==> config.mk <==
export PLATFORM = sky130hd
export DESIGN_NAME = uart_bus_arbiter
export DESIGN_NICKNAME = d
export VERILOG_FILES = /design/src/rtl/uart_bus_arbiter.sv
export SDC_FILE = /design/constraint.sdc
export NUM_CORES = 1
export LEC_CHECK = 0
export CORE_ASPECT_RATIO = 0.5
export CORE_MARGIN = 4
export CORE_UTILIZATION = 47
export DETAILED_ROUTE_END_ITERATION = 10
export PLACE_DENSITY = 0.75
export SYNTH_ARGS = -nofsm -noshare
export SYNTH_HDL_FRONTEND = slang
export SYNTH_SLANG_ARGS = --single-unit
==> constraint.sdc <==
create_clock -name clk -period 2.1 [get_ports clk]
set_input_delay 0.42 -clock clk [delete_from_list [all_inputs] [get_ports clk]]
set_output_delay 0.42 -clock clk [all_outputs]
set_load 0.02 [all_outputs]
==> src/rtl/uart_bus_arbiter.sv <==
`default_nettype none
// ============================================================================
// Module   : uart_bus_arbiter
// Brief    : Two-master round-robin arbiter and bus sequencer for a UART slave
//            port, with a watchdog timeout on the slave handshake.
// Revision : 1.0 - initial release
// ============================================================================
module uart_bus_arbiter #(
    parameter int TIMEOUT_CYCLES = 255,
    parameter int CNT_WIDTH      = 16
) (
    input  logic       clk,
    input  logic       rst,
    // master 0 (CPU data port)
    input  logic [2:0] m0_address,
    input  logic [7:0] m0_data_i,
    input  logic       m0_wr,
    input  logic       m0_enable,
    output logic [7:0] m0_data_o,
    output logic       m0_ready,
    output logic       m0_err,
    // master 1 (debug / boot loader)
    input  logic [2:0] m1_address,
    input  logic [7:0] m1_data_i,
    input  logic       m1_wr,
    input  logic       m1_enable,
    output logic [7:0] m1_data_o,
    output logic       m1_ready,
    output logic       m1_err,
    // UART slave port
    output logic [2:0] uart_address,
    output logic [7:0] uart_data_o,
    output logic       uart_wr,
    output logic       uart_enable,
    input  logic [7:0] uart_data_i,
    input  logic       uart_ready
);

    typedef enum logic [1:0] {
        ST_IDLE    = 2'd0,
        ST_BUSY    = 2'd1,
        ST_RELEASE = 2'd2
    } state_t;

    localparam logic [CNT_WIDTH-1:0] C_CNT_LAST = CNT_WIDTH'(TIMEOUT_CYCLES - 1);
    localparam logic [CNT_WIDTH-1:0] C_CNT_ONE  = CNT_WIDTH'(1);

    state_t               r_state;
    state_t               w_state_nx;
    logic                 r_grant;
    logic                 w_grant_nx;
    logic                 r_last_grant;
    logic                 w_last_grant_nx;
    logic [CNT_WIDTH-1:0] r_cnt;
    logic [CNT_WIDTH-1:0] w_cnt_nx;

    logic [2:0]           w_uart_address_nx;
    logic [7:0]           w_uart_data_o_nx;
    logic                 w_uart_wr_nx;
    logic                 w_uart_enable_nx;
    logic [1:0]           w_ready_nx;
    logic [1:0]           w_err_nx;
    logic [7:0]           w_m0_data_nx;
    logic [7:0]           w_m1_data_nx;

    logic                 w_winner;
    logic                 w_timeout;
    logic                 w_grant_enable;
    logic [7:0]           w_rsp_data;

    // Tie goes to the master that was not served last; otherwise the lone requester.
    assign w_winner       = (m0_enable && m1_enable) ? ~r_last_grant : ~m0_enable;
    assign w_timeout      = (r_cnt == C_CNT_LAST);
    assign w_grant_enable = r_grant ? m1_enable : m0_enable;
    assign w_rsp_data     = (uart_ready && !uart_wr) ? uart_data_i : 8'h00;

    always_comb begin
        w_state_nx        = r_state;
        w_grant_nx        = r_grant;
        w_last_grant_nx   = r_last_grant;
        w_cnt_nx          = r_cnt;
        w_uart_address_nx = uart_address;
        w_uart_data_o_nx  = uart_data_o;
        w_uart_wr_nx      = uart_wr;
        w_uart_enable_nx  = uart_enable;
        w_ready_nx        = 2'b00;
        w_err_nx          = 2'b00;
        w_m0_data_nx      = m0_data_o;
        w_m1_data_nx      = m1_data_o;

        case (r_state)
            ST_IDLE: begin
                if (m0_enable || m1_enable) begin
                    w_grant_nx        = w_winner;
                    w_uart_address_nx = w_winner ? m1_address : m0_address;
                    w_uart_data_o_nx  = w_winner ? m1_data_i  : m0_data_i;
                    w_uart_wr_nx      = w_winner ? m1_wr      : m0_wr;
                    w_uart_enable_nx  = 1'b1;
                    w_cnt_nx          = '0;
                    w_state_nx        = ST_BUSY;
                end
            end

            ST_BUSY: begin
                w_cnt_nx = r_cnt + C_CNT_ONE;
                // A ready in the same cycle as the timeout still completes normally.
                if (uart_ready || w_timeout) begin
                    w_uart_enable_nx     = 1'b0;
                    w_ready_nx[r_grant]  = 1'b1;
                    w_err_nx[r_grant]    = ~uart_ready;
                    w_last_grant_nx      = r_grant;
                    w_state_nx           = ST_RELEASE;
                    if (r_grant) begin
                        w_m1_data_nx = w_rsp_data;
                    end else begin
                        w_m0_data_nx = w_rsp_data;
                    end
                end
            end

            ST_RELEASE: begin
                // Wait for the served master to drop its request so it is not re-granted.
                if (!w_grant_enable) begin
                    w_state_nx = ST_IDLE;
                end
            end

            default: begin
                w_state_nx       = ST_IDLE;
                w_uart_enable_nx = 1'b0;
            end
        endcase
    end

    always_ff @(posedge clk or negedge rst) begin
        if (!rst) begin
            r_state      <= ST_IDLE;
            r_grant      <= 1'b0;
            r_last_grant <= 1'b1;
            r_cnt        <= '0;
            uart_address <= 3'd0;
            uart_data_o  <= 8'h00;
            uart_wr      <= 1'b0;
            uart_enable  <= 1'b0;
            m0_ready     <= 1'b0;
            m1_ready     <= 1'b0;
            m0_err       <= 1'b0;
            m1_err       <= 1'b0;
            m0_data_o    <= 8'h00;
            m1_data_o    <= 8'h00;
        end else begin
            r_state      <= w_state_nx;
            r_grant      <= w_grant_nx;
            r_last_grant <= w_last_grant_nx;
            r_cnt        <= w_cnt_nx;
            uart_address <= w_uart_address_nx;
            uart_data_o  <= w_uart_data_o_nx;
            uart_wr      <= w_uart_wr_nx;
            uart_enable  <= w_uart_enable_nx;
            m0_ready     <= w_ready_nx[0];
            m1_ready     <= w_ready_nx[1];
            m0_err       <= w_err_nx[0];
            m1_err       <= w_err_nx[1];
            m0_data_o    <= w_m0_data_nx;
            m1_data_o    <= w_m1_data_nx;
        end
    end

endmodule
`default_nettype wire

==> impl.org, run 1 <==
** Floorplanning
- Initial core utilization :: roughly 49%
- Area of the placeable core :: 4930 µm²
- Area of the die :: 6370 µm²
- In this run the count of I/O pins placed on the die edge is 70.
- The floorplan has 18 rows.
- Die Span X :: ~110 µm
- The die is 58.5 µm tall.

** Pwr
- Max IR drop VDD :: 0.529 mV
- In this run the power density over the cells is about 1200 nW/µm².
- The share of total power dissipated in the clock network is 15.2%.
- Seq pwr share :: 39.8%
- Leakage :: roughly 1.5 nW
- Internal power :: ~2.4 mW
- Combinational cells account for 45.0% of the total power.
- The analysis attributes to net switching a power of between 1.5 and 2 mW.
- Final Total Pwr :: about 4.0 mW
- Share of total power consumed by net switching :: ~39%

** STA
- Worst slew slack as a fraction of its limit :: roughly 55%
- For this run, the top clock speed supported by timing is ~500 MHz.
- In the final timing run, aggregate negative setup slack is 0 ns.
- The final max-slew violation count was 0.
- Final Cycle Share :: roughly 95%
- At the pin with the least slew margin, the transition time is about 0.68 ns.
- Setup violations remaining at the end of the flow were counted as 0.
- Min Tclk post-route :: around 2 ns
- The clock arrives with 0.0141 ns of skew.
- Setup repair after global routing left no endpoint under its margin.
- The total count of hold-check failures in the final report came to 0.

** Logic synthesis
- During synthesis, Yosys emitted a total of 0 warnings.
- Number of cells produced by synthesis :: around 230
- The number of nets handed over by synthesis was 264.
- Avg Synthesized Cell Area :: roughly 11 µm²
- Synthesis instantiated 44 different standard cells from the library.
- Post-synthesis instance area :: between 2000 and 2500 µm²
- Sequential share of the synthesized area :: between 50% and 60%
- After synthesis the netlist holds a flip-flop and latch count of 53.

** Flow run
- Max-cap violation count :: 0

** Global routing
- The via count of the first global-routing pass is 1993.
- Entering global routing, the biggest net connects 32 pins.
- Initial antenna violation count :: 0
- Global routing used approximately 19% of the available tracks.
- Global-route wire length before repair :: slightly above 9 mm
- Final global-route overflow total :: 0

** Setup path
- The worst setup path is captured at a register.
- Along the worst path, the maximum fanout reaches 9.
- The critical path is of the reg2reg type.
- Setup crit start kind :: register
- STA puts the critical path data arrival time at around 2.2 ns.
- Data on the critical path is required at its endpoint by 2.30 ns.

** Clocking
- The H-tree was split into 2 levels.
- Number of buffers created by CTS :: 5
- TritonCTS built the clock tree.
- The cell sitting at the root of the clock tree is a sky130_fd_sc_hd__clkbuf_8.
- Insertion delay of the later-clocked pin in the worst-skew pair :: ~0.32 ns
- Clock sink count :: 53
- The longest clock path from root to sink contains 2 buffers.
- Buffers inserted to repair hold after CTS numbered 0.
- Clock-pin transition on the worst setup and hold timing paths :: approximately 0.11 ns

** Final layout
- In the final layout, the share of cells above drive strength 1 is 9.30%.
- At the end of the flow, the number of nets in the layout was around 340.
- In the layout the commonest cells are sky130_fd_sc_hd__clkdlybuf4s50_1, sky130_fd_sc_hd__dfrtp_1, sky130_fd_sc_hd__nand2_1.
- Diodes inserted :: 0
- The area growth from synthesis to layout is 38.7%.
- Commonest non-fill, non-tap cell in the layout :: sky130_fd_sc_hd__clkdlybuf4s50_1

** Routing
- Antenna Violating Nets Remaining :: 0
- Ratio of routed vias to standard cells :: 5.39
- Vias :: roughly 2000
- DR WL met2 :: between 2 and 3 mm
- The detailed router used layers up to and including met4.
- DRC violations left :: 0
- The detailed router put a total of about 2.4 mm of wire on met1.
- Number of design-rule violations left by the first detailed-router iteration :: 72
- The routed design uses roughly 280 µm of met3 wire.
- After detailed routing, the average wire length per cell comes to about 15 µm.
- Number of optimization iterations in the first detailed-route pass :: 4
- Routed wire length :: ~5.6 mm

** Run status
- Run status :: finished, final reports clean

** Place
- The wire-length estimate of the detail-placed layout is 4.34 mm.
- The congestion estimate from routability-driven global placement came to 0.818.
- Port buffering added a little under 70 buffers.

** Hold path
- Hold WC Path Type :: in2async
## Yosys cell counts, drive strengths merged
master | instances | area [µm²]
inv | 17 | 63.8
o211ai | 4 | 43.8
and3 | 1 | 6.26
and4 | 1 | 8.76
o311ai | 4 | 35.0
dfstp | 1 | 26.3
o311a | 1 | 10.0
nor3 | 5 | 25.0
a21o | 2 | 15.0
ha | 2 | 25.0
nor2b | 1 | 6.26
dfrtp | 52 | 1300
a21oi | 1 | 5.00
o211a | 1 | 10.0
a31oi | 1 | 6.26
nor4 | 4 | 52.6
or2 | 1 | 6.26
nor2 | 5 | 18.8
o22ai | 1 | 6.26
nand2 | 31 | 116
o21ai | 30 | 150
o41ai | 6 | 52.6
nand3 | 5 | 25.0
a22o | 8 | 70.1
nor3b | 1 | 7.51
o32ai | 1 | 8.76
nand2b | 1 | 6.26
or3 | 1 | 6.26
o31ai | 3 | 22.5
a221o | 1 | 10.0
mux2i | 15 | 150
or4 | 2 | 18.8
nand4 | 3 | 25.0
o21a | 1 | 7.51
clkbuf | 9 | 35.0
buf | 2 | 12.5
## what timing repair did
action,in CTS,in global routing
buffers inserted,0,1
endpoints found under the setup margin,0,8
resized for setup,0,2
endpoints found under the hold margin,0,0
## cells by family after synthesis
group | after synthesis | synth area share [%]
buf+inv | 28 | 4.65
flops | 53 | 55.4
mux | 15 | 6.27
compound gates | 65 | 18.9
simple gates | 62 | 13.7
fa+ha+maj | 2 | 1.04
## layout make-up
class	count	area, µm²
clock buffers	5	68.8
clock inverters	3	25.0
fillers	387	1610
inverters	17	63.8
multi-input cells	144	965
flip-flops and latches	53	1330
well taps	70	87.6
repair buffers	79	786
## final timing paths
check	from	to	slack (ns)	cells past startpoint
max	r_cnt[12]	m0_data_o[3]	0.10	5
min	rst	m0_ready	0.05	1
max reg2reg	r_cnt[12]	m0_data_o[3]	0.10	5
min reg2reg	r_cnt[15]	r_cnt[15]	0.49	1
max in group asynchronous	rst	r_last_grant	1.44	2
min in group clk	r_cnt[15]	r_cnt[15]	0.49	1
## layer usage
metal / vias to the layer above / global-route usage (%)
met2: 48 / 33.6
met3: 8 / 4.38
met5: - / 0
met1: 975 / 22.7
li1: 968 / -
met4: 0 / 4.86
## state kept, by name, indices dropped and copies added, names as in the netlist
| name | flops |
|---|---|
| r_cnt | 16 |
| m0_data_o | 8 |
| m1_data_o | 8 |
| uart_data_o | 8 |
| uart_address | 3 |
| r_state | 2 |
| m0_err | 1 |
| m0_ready | 1 |
| m1_err | 1 |
| m1_ready | 1 |
| r_grant | 1 |
| r_last_grant | 1 |
| uart_enable | 1 |
| uart_wr | 1 |
## through the flow
step	instances	util (%)	setup WS, ns	hold WS [ns]	cell area [µm²]
2_1_floorplan	225	-	0.275	0.124	2400
5_1_grt	371	67.4	0.0417	0.0837	3320
3_3_place_gp	362	65.2	0.0545	0.419	3210
6_report	371	67.4	0.104	0.0520	3320
4_1_cts	370	67.1	0.0151	0.0747	3310
3_5_place_dp	362	65.2	0.0352	0.430	3210
## power by group through the flow
stage / registers, mW / clock network, mW / logic [mW]
6_report: 1.59 / 0.607 / 1.80
5_1_grt: 1.63 / 0.665 / 1.94
4_1_cts: 1.59 / 0.620 / 1.81
3_5_place_dp: 1.61 / 0 / 1.80
3_3_place_gp: 1.59 / 0 / 1.76
2_1_floorplan: 1.87 / 0 / 0.672
## critical path, cell delays in order (launching register included)
cell	delay, ns
sky130_fd_sc_hd__dfrtp_1	0.43
sky130_fd_sc_hd__or4_1	0.59
sky130_fd_sc_hd__nor4_4	0.28
sky130_fd_sc_hd__buf_4	0.19
sky130_fd_sc_hd__o211ai_4	0.13
sky130_fd_sc_hd__a22o_1	0.27
Note: power is estimated with default switching activity, not from simulation.
==> run 2, diff against run 1 <==
--- a/config.mk
+++ b/config.mk
@@ -7,9 +7,10 @@
 export LEC_CHECK = 0
 export CORE_ASPECT_RATIO = 0.5
 export CORE_MARGIN = 4
-export CORE_UTILIZATION = 47
+export CORE_UTILIZATION = 25
 export DETAILED_ROUTE_END_ITERATION = 10
-export PLACE_DENSITY = 0.75
+export GPL_TIMING_DRIVEN = 0
+export PLACE_DENSITY = 0.44
 export SYNTH_ARGS = -nofsm -noshare
 export SYNTH_HDL_FRONTEND = slang
 export SYNTH_SLANG_ARGS = --single-unit
==> impl.org, run 2 (same netlist as run 1, synthesis figures left out) <==
** Floorplanning
- The initial utilization of the core area, before any placement, comes to between 20% and 30%.
- In this run the standard cell core region covers ~9000 µm².
- 70 I/O pins were placed.
- Die Span X :: approximately 150 µm
- Area of the die :: 11300 µm²
- Number of core rows :: 24
- In this run the vertical extent of the chip is 77.2 µm.

** STA
- Final setup slack of the worst path :: around 0.12 ns
- Across all hold checks on the routed design, the worst slack comes to approximately 0.14 ns.
- In the finished design, the share of the clock period the worst path needs comes to between 90% and 100%.
- Timing would allow up to 504 MHz.
- Min Tclk post-route :: approximately 2.0 ns
- Total setup violations reported at the end of the flow :: 0
- Measured against its own limit, the worst slew margin works out to between 40% and 50%.
- The total count of hold-check failures in the final report was 0.
- Post-route clock skew :: ~0.0073 ns
- Final-report max-slew violation count :: 0
- Transition at the pin with the smallest max-transition slack :: ~0.77 ns

** Clocking
- The clock tree synthesis step divided the H-tree into 2 levels.
- Number of buffers created by CTS :: 5
- CTS Hold Bufs :: 0
- No sink is reached through more buffers than the 2 on the longest clock path.
- After clock tree synthesis, the clock-pin slew on the worst setup and hold paths is approximately 0.070 ns.
- TritonCTS built the clock tree.
- The cell sitting at the root of the clock tree is a sky130_fd_sc_hd__clkbuf_16.
- Insertion delay of the later-clocked pin in the worst-skew pair :: around 0.29 ns
- Clock sink count :: 53

** Routing
- Antenna Violating Nets Remaining :: 0
- Routed wire length :: 6.38 mm
- The first detailed-routing pass ran for 4 iterations.
- Vias :: about 2000
- Ratio of routed vias to standard cells :: between 4 and 5
- The first routing iteration left between 60 and 70 violations.
- Average wire length per cell after detail routing :: between 15 and 20 µm
- DRC violations left :: 0

** Setup path
- Logic depth of the worst register-to-register path :: 6
- Setup slack of the worst register-to-register path :: around 0.12 ns
- CP Max Fanout :: 10
- The worst setup path is captured at a register.
- The endpoint identified for the worst register-to-register timing path is m1_data_o[2].
- Worst endpoint required time :: 2.27 ns
- Among all stages on the critical path, the largest delay is contributed by sky130_fd_sc_hd__or4_4.
- The critical path is of the reg2reg type.
- Worst endpoint data arrival time :: around 2.2 ns
- WP depth :: 6
- Setup crit start kind :: register
- Critical path buffer and inverter count :: 2
- In this run the critical register-to-register path is launched from r_cnt[12].
- Traced cell by cell, the critical path runs through or4_4 > nor4_4 > buf_4 > o211a_1 > buf_4 > o21ai_0.
- Cell with the most instances on the worst path :: sky130_fd_sc_hd__buf_4
- The largest single stage delay on the critical path is around 0.57 ns.
- Broken down by cell family, the worst path's largest delay share belongs to simple AND/OR/NAND/NOR gates.

** Final layout
- NumNets Final :: approximately 340
- Diodes inserted :: 0
- The top cell types in the final layout, fill and taps aside, are sky130_fd_sc_hd__clkdlybuf4s50_1, sky130_fd_sc_hd__dfrtp_1, sky130_fd_sc_hd__nand2_1.
- Ranked by flip-flop count, first place goes to r_cnt.
- Share of the core filled with cells :: between 30% and 40%
- Compared with the post-synthesis result, the final layout area differs by 43.8%.
- Final std cells w/o fill :: roughly 420
- Commonest non-fill, non-tap cell in the layout :: sky130_fd_sc_hd__clkdlybuf4s50_1
- The register with the most flip-flops in the layout has 16 of them.
- Cells with a size suffix above 1 make up around 9% of the layout.

** Run status
- The run finished with clean final reports.

** Place
- Quantity of I/O buffers inserted on ports :: 69
- Worst setup slack before clock tree synthesis :: -0.292 ns
- Summed over all nets, the half-perimeter wirelength after detailed placement is a little under 5 mm.
- Routability-driven placement finished with a final weighted congestion of 0.756.
- After detailed placement, the design holds a cell count of 412.

** Global routing
- Number of global-route vias before repair :: between 1500 and 2000
- Across every metal layer, demand over resource in global routing totals a little under an eighth.
- Initial antenna violation count :: 0
- Final global-route overflow total :: 0
- Pin count of the biggest net entering global routing :: 29
- The first global-routing pass estimated 10.4 mm of wire.

** Pwr
- Power density normalized to cell area :: around 1300 nW/µm²
- Final Total Pwr :: around 4.4 mW
- Across the VDD grid, the largest voltage drop is about 0.33 mV.
- The analysis attributes to cell leakage a power of between 1 and 1.5 nW.

** Flow run
- The tool flagged a number of max-cap violations equal to 0.

** Hold path
- The worst hold path belongs to the class in2async.
[run 2: cell type report]
cell class                 count  area [µm²]
buffer                        11        52.6
clock buffer                   5         125
clock inverter                 3        46.3
fill                         902        5560
inverter                      17        63.8
multi-input combinational    144         970
sequential                    53        1330
tap                          117         146
timing repair buffer          71         713
[run 2: worst max-delay path by stage]
stage | start | end
after detailed placement | m1_enable | r_cnt[9]
after floorplan | r_cnt[8] | m0_data_o[0]
after global placement | rst | r_cnt[8]
final | r_cnt[12] | m1_data_o[2]
after CTS | m1_enable | r_cnt[9]
after global routing | r_state[1] | r_cnt[4]
[run 2: repair_timing]
item / CTS / global route
endpoints found under the hold margin: 0 / 0
setup buffers: 0 / 1
gates resized for setup: 0 / 10
endpoints found under the setup margin: 0 / 34
[run 2: where the power goes]
group	internal [mW]	leakage, nW	switching (mW)
clock	0.565	0.0800	0.377
sequential	1.35	0.687	0.216
combinational	0.821	0.726	1.03
[run 2: layer usage]
metal  vias to the layer above  track usage [%]  routed length, µm  part of all wire (%)
li1                        978                -                  -                     -
met1                       948             15.5               3200                    50
met2                        32             18.3               2880                    45
met3                         8             2.94                236                   3.7
met4                         0             2.81                 65                   1.0
met5                         -                0                  0                     0
[run 2: metrics by stage]
step / instance area [µm²] / TNS [ns]
after floorplan: 2400 / 0
after global placement: 3230 / -60.28
after detailed placement: 3250 / -6.07
after CTS: 3420 / 0
after global routing: 3440 / -0.000805
final: 3440 / 0
[run 2: worst reg2reg max path: cells and delay by family, from the launching register on]
family	cells	cell delay, ns
compound gates	2	0.24
buf+inv	2	0.36
flops	1	0.43
simple gates	2	0.84
==> RTL edit (flow settings as in run 2) <==
Put one more register stage on the output `m1_err`, with the module's reset. The value now appears one clock later. The other outputs are not delayed to match.
--- a/src/rtl/uart_bus_arbiter.sv
+++ b/src/rtl/uart_bus_arbiter.sv
@@ -46,2 +46,4 @@
     localparam logic [CNT_WIDTH-1:0] C_CNT_ONE  = CNT_WIDTH'(1);
+
+    logic m1_err_s0;
 
@@ -147,3 +149,3 @@
             m0_err       <= 1'b0;
-            m1_err       <= 1'b0;
+            m1_err_s0    <= 1'b0;
             m0_data_o    <= 8'h00;
@@ -162,5 +164,13 @@
             m0_err       <= w_err_nx[0];
-            m1_err       <= w_err_nx[1];
+            m1_err_s0    <= w_err_nx[1];
             m0_data_o    <= w_m0_data_nx;
             m1_data_o    <= w_m1_data_nx;
+        end
+    end
+
+    always_ff @(posedge clk or negedge rst) begin
+        if (!rst) begin
+            m1_err <= '0;
+        end else begin
+            m1_err <= m1_err_s0;
         end
Formal check against the unedited RTL: no difference found for any inputs over 10 cycles, from zero or initial values and one cycle with rst low; that may be too few to reach the edited logic, so the function may still have changed.
==> RTL edit against run 2 <==
Largest power group unchanged; total power fell by 0.40%; routed wire length rose by 0.27%; synthesized cell count fell by 8.9%; register-to-register slack improved by 0.13 ns; clock skew barely moved; worst setup slack improved by 0.049 ns; final area barely moved; synthesized area rose by 0.78%; first-iteration DRC count rose by 71%; sequential cell count rose by 1.
==> RTL edit: results (changes against run 2) <==
Leak=1.51 nW (+1.5%); Total Routed Length=6.39 mm (+0.27%); Post-synth EDFFs=0 (unchanged); fraction of area in multi-input gates=0.283 (+0.00156); Post-Syn Instances=205 (-8.9%); Max IR drop VDD=0.310 mV (-7.0%); # clock sinks=54 (+1.9%); top post-synthesis cells by area=dfrtp_1 55%, mux2i_1 6.2%, a22o_1 5.8%; Clock Skews=0.00761 ns (+0.000359 ns); Critical-path top delay cell=o21ai_1; Non-Clock Inverter Count=7 (-10); Synth top cells by count=53 x dfrtp_1, 23 x nand2_1, 22 x o21ai_0; outcome=completed; clk tree area frac=0.0436 (-0.00616); first-pass GRT wire length=10.3 mm (-1.3%); WP data arrival=2.13 ns (-0.02 ns); Post-Place Cells=410 (-0.49%); FILL cells=938 (+4.0%); Layout area overhead=42.6%; Overall Global Routing Usage=0.113 (-0.00141); post-synthesis compound-gate area fraction=0.196 (+0.00734); fraction of area in registers=0.393 (+0.00741); Repair and plain buffers=80 (-2.4%); buffering overhead=0.224 (+0.00153); largest net degree at the start of global routing=40 (+38%); Avg Vias per Cell=4.58 (-1.8%); Final GP Congestion=0.723 (-4.4%); vias in the first global route=1878 (-5.8%); Non-Filler Instances=418 (-0.71%); Synth cell types=45 (+2.3%); post-synthesis mux area share=0.0622 (-0.000487); r2r worst-path depth=3 (-3); DP Wirelength=4.78 mm (-2.2%); post-synthesis adder-cell area fraction=0.0104 (-0.0000812); layout cell share with drive strength beyond 1=0.0954 (+0.00659); multi-input gates=134 (-6.9%); syn_nets=244 (-7.6%)
-- RTL edit: cell types whose count changed in the layout (fill, tap and decap cells not counted), sizes merged, moves of 3 or more --
cell / before / now
nor2: 5 / 2
nor3: 5 / 1
nand2: 31 / 23
o21ai: 30 / 24
inv: 17 / 8
a22o: 8 / 16
clkbuf: 14 / 10
-- RTL edit: per-stage QoR --
stage          total power [W]  setup WS [ns]  setup TNS (ns)  hold WS [ns]
2_1_floorplan          0.00265          0.555               0         0.124
3_3_place_gp           0.00354          -1.11          -62.41         0.333
3_5_place_dp           0.00355         -0.234           -3.39         0.339
4_1_cts                0.00442         0.0873               0        0.0469
5_1_grt                0.00462         0.0113               0        0.0673
6_report               0.00435          0.167               0        0.0405
-- RTL edit: worst max-delay path, delay by kind of cell --
family          cells  cell delay (ns)
buf+inv             2             0.91
compound gates      3             0.80
-- RTL edit: cells by family after synthesis --
logic type | after synthesis
AO/OA/AOI/OAI | 65
flip-flops | 54
AND/OR/NAND/NOR | 52
buffers and inverters | 17
multiplexers | 15
adder cells (fa/ha/maj) | 2
-- RTL edit: power breakdown --
part	switching, W	internal (W)
Clock	0.000392	0.000449
Combinational	0.00101	0.000878
Sequential	0.000233	0.00138
-- RTL edit: worst paths after layout --
path | endpoint | slack [ns] | start
min in group clk | m1_err | 0.36 | m1_err_s0
hold / removal | r_cnt[15] | 0.04 | rst
max in group asynchronous | r_last_grant | 1.46 | rst
setup / recovery | r_cnt[9] | 0.17 | m0_enable
hold reg to reg | m1_err | 0.36 | m1_err_s0
setup reg to reg | m0_data_o[0] | 0.25 | r_state[1]
-- RTL edit: routing by layer --
| metal | track usage | routed length (um) |
|---|---|---|
| met1 | 0.152 | 2990 |
| met2 | 0.182 | 3050 |
| met3 | 0.0292 | 269 |
| met4 | 0.0297 | 85 |
| met5 | 0 | 0 |
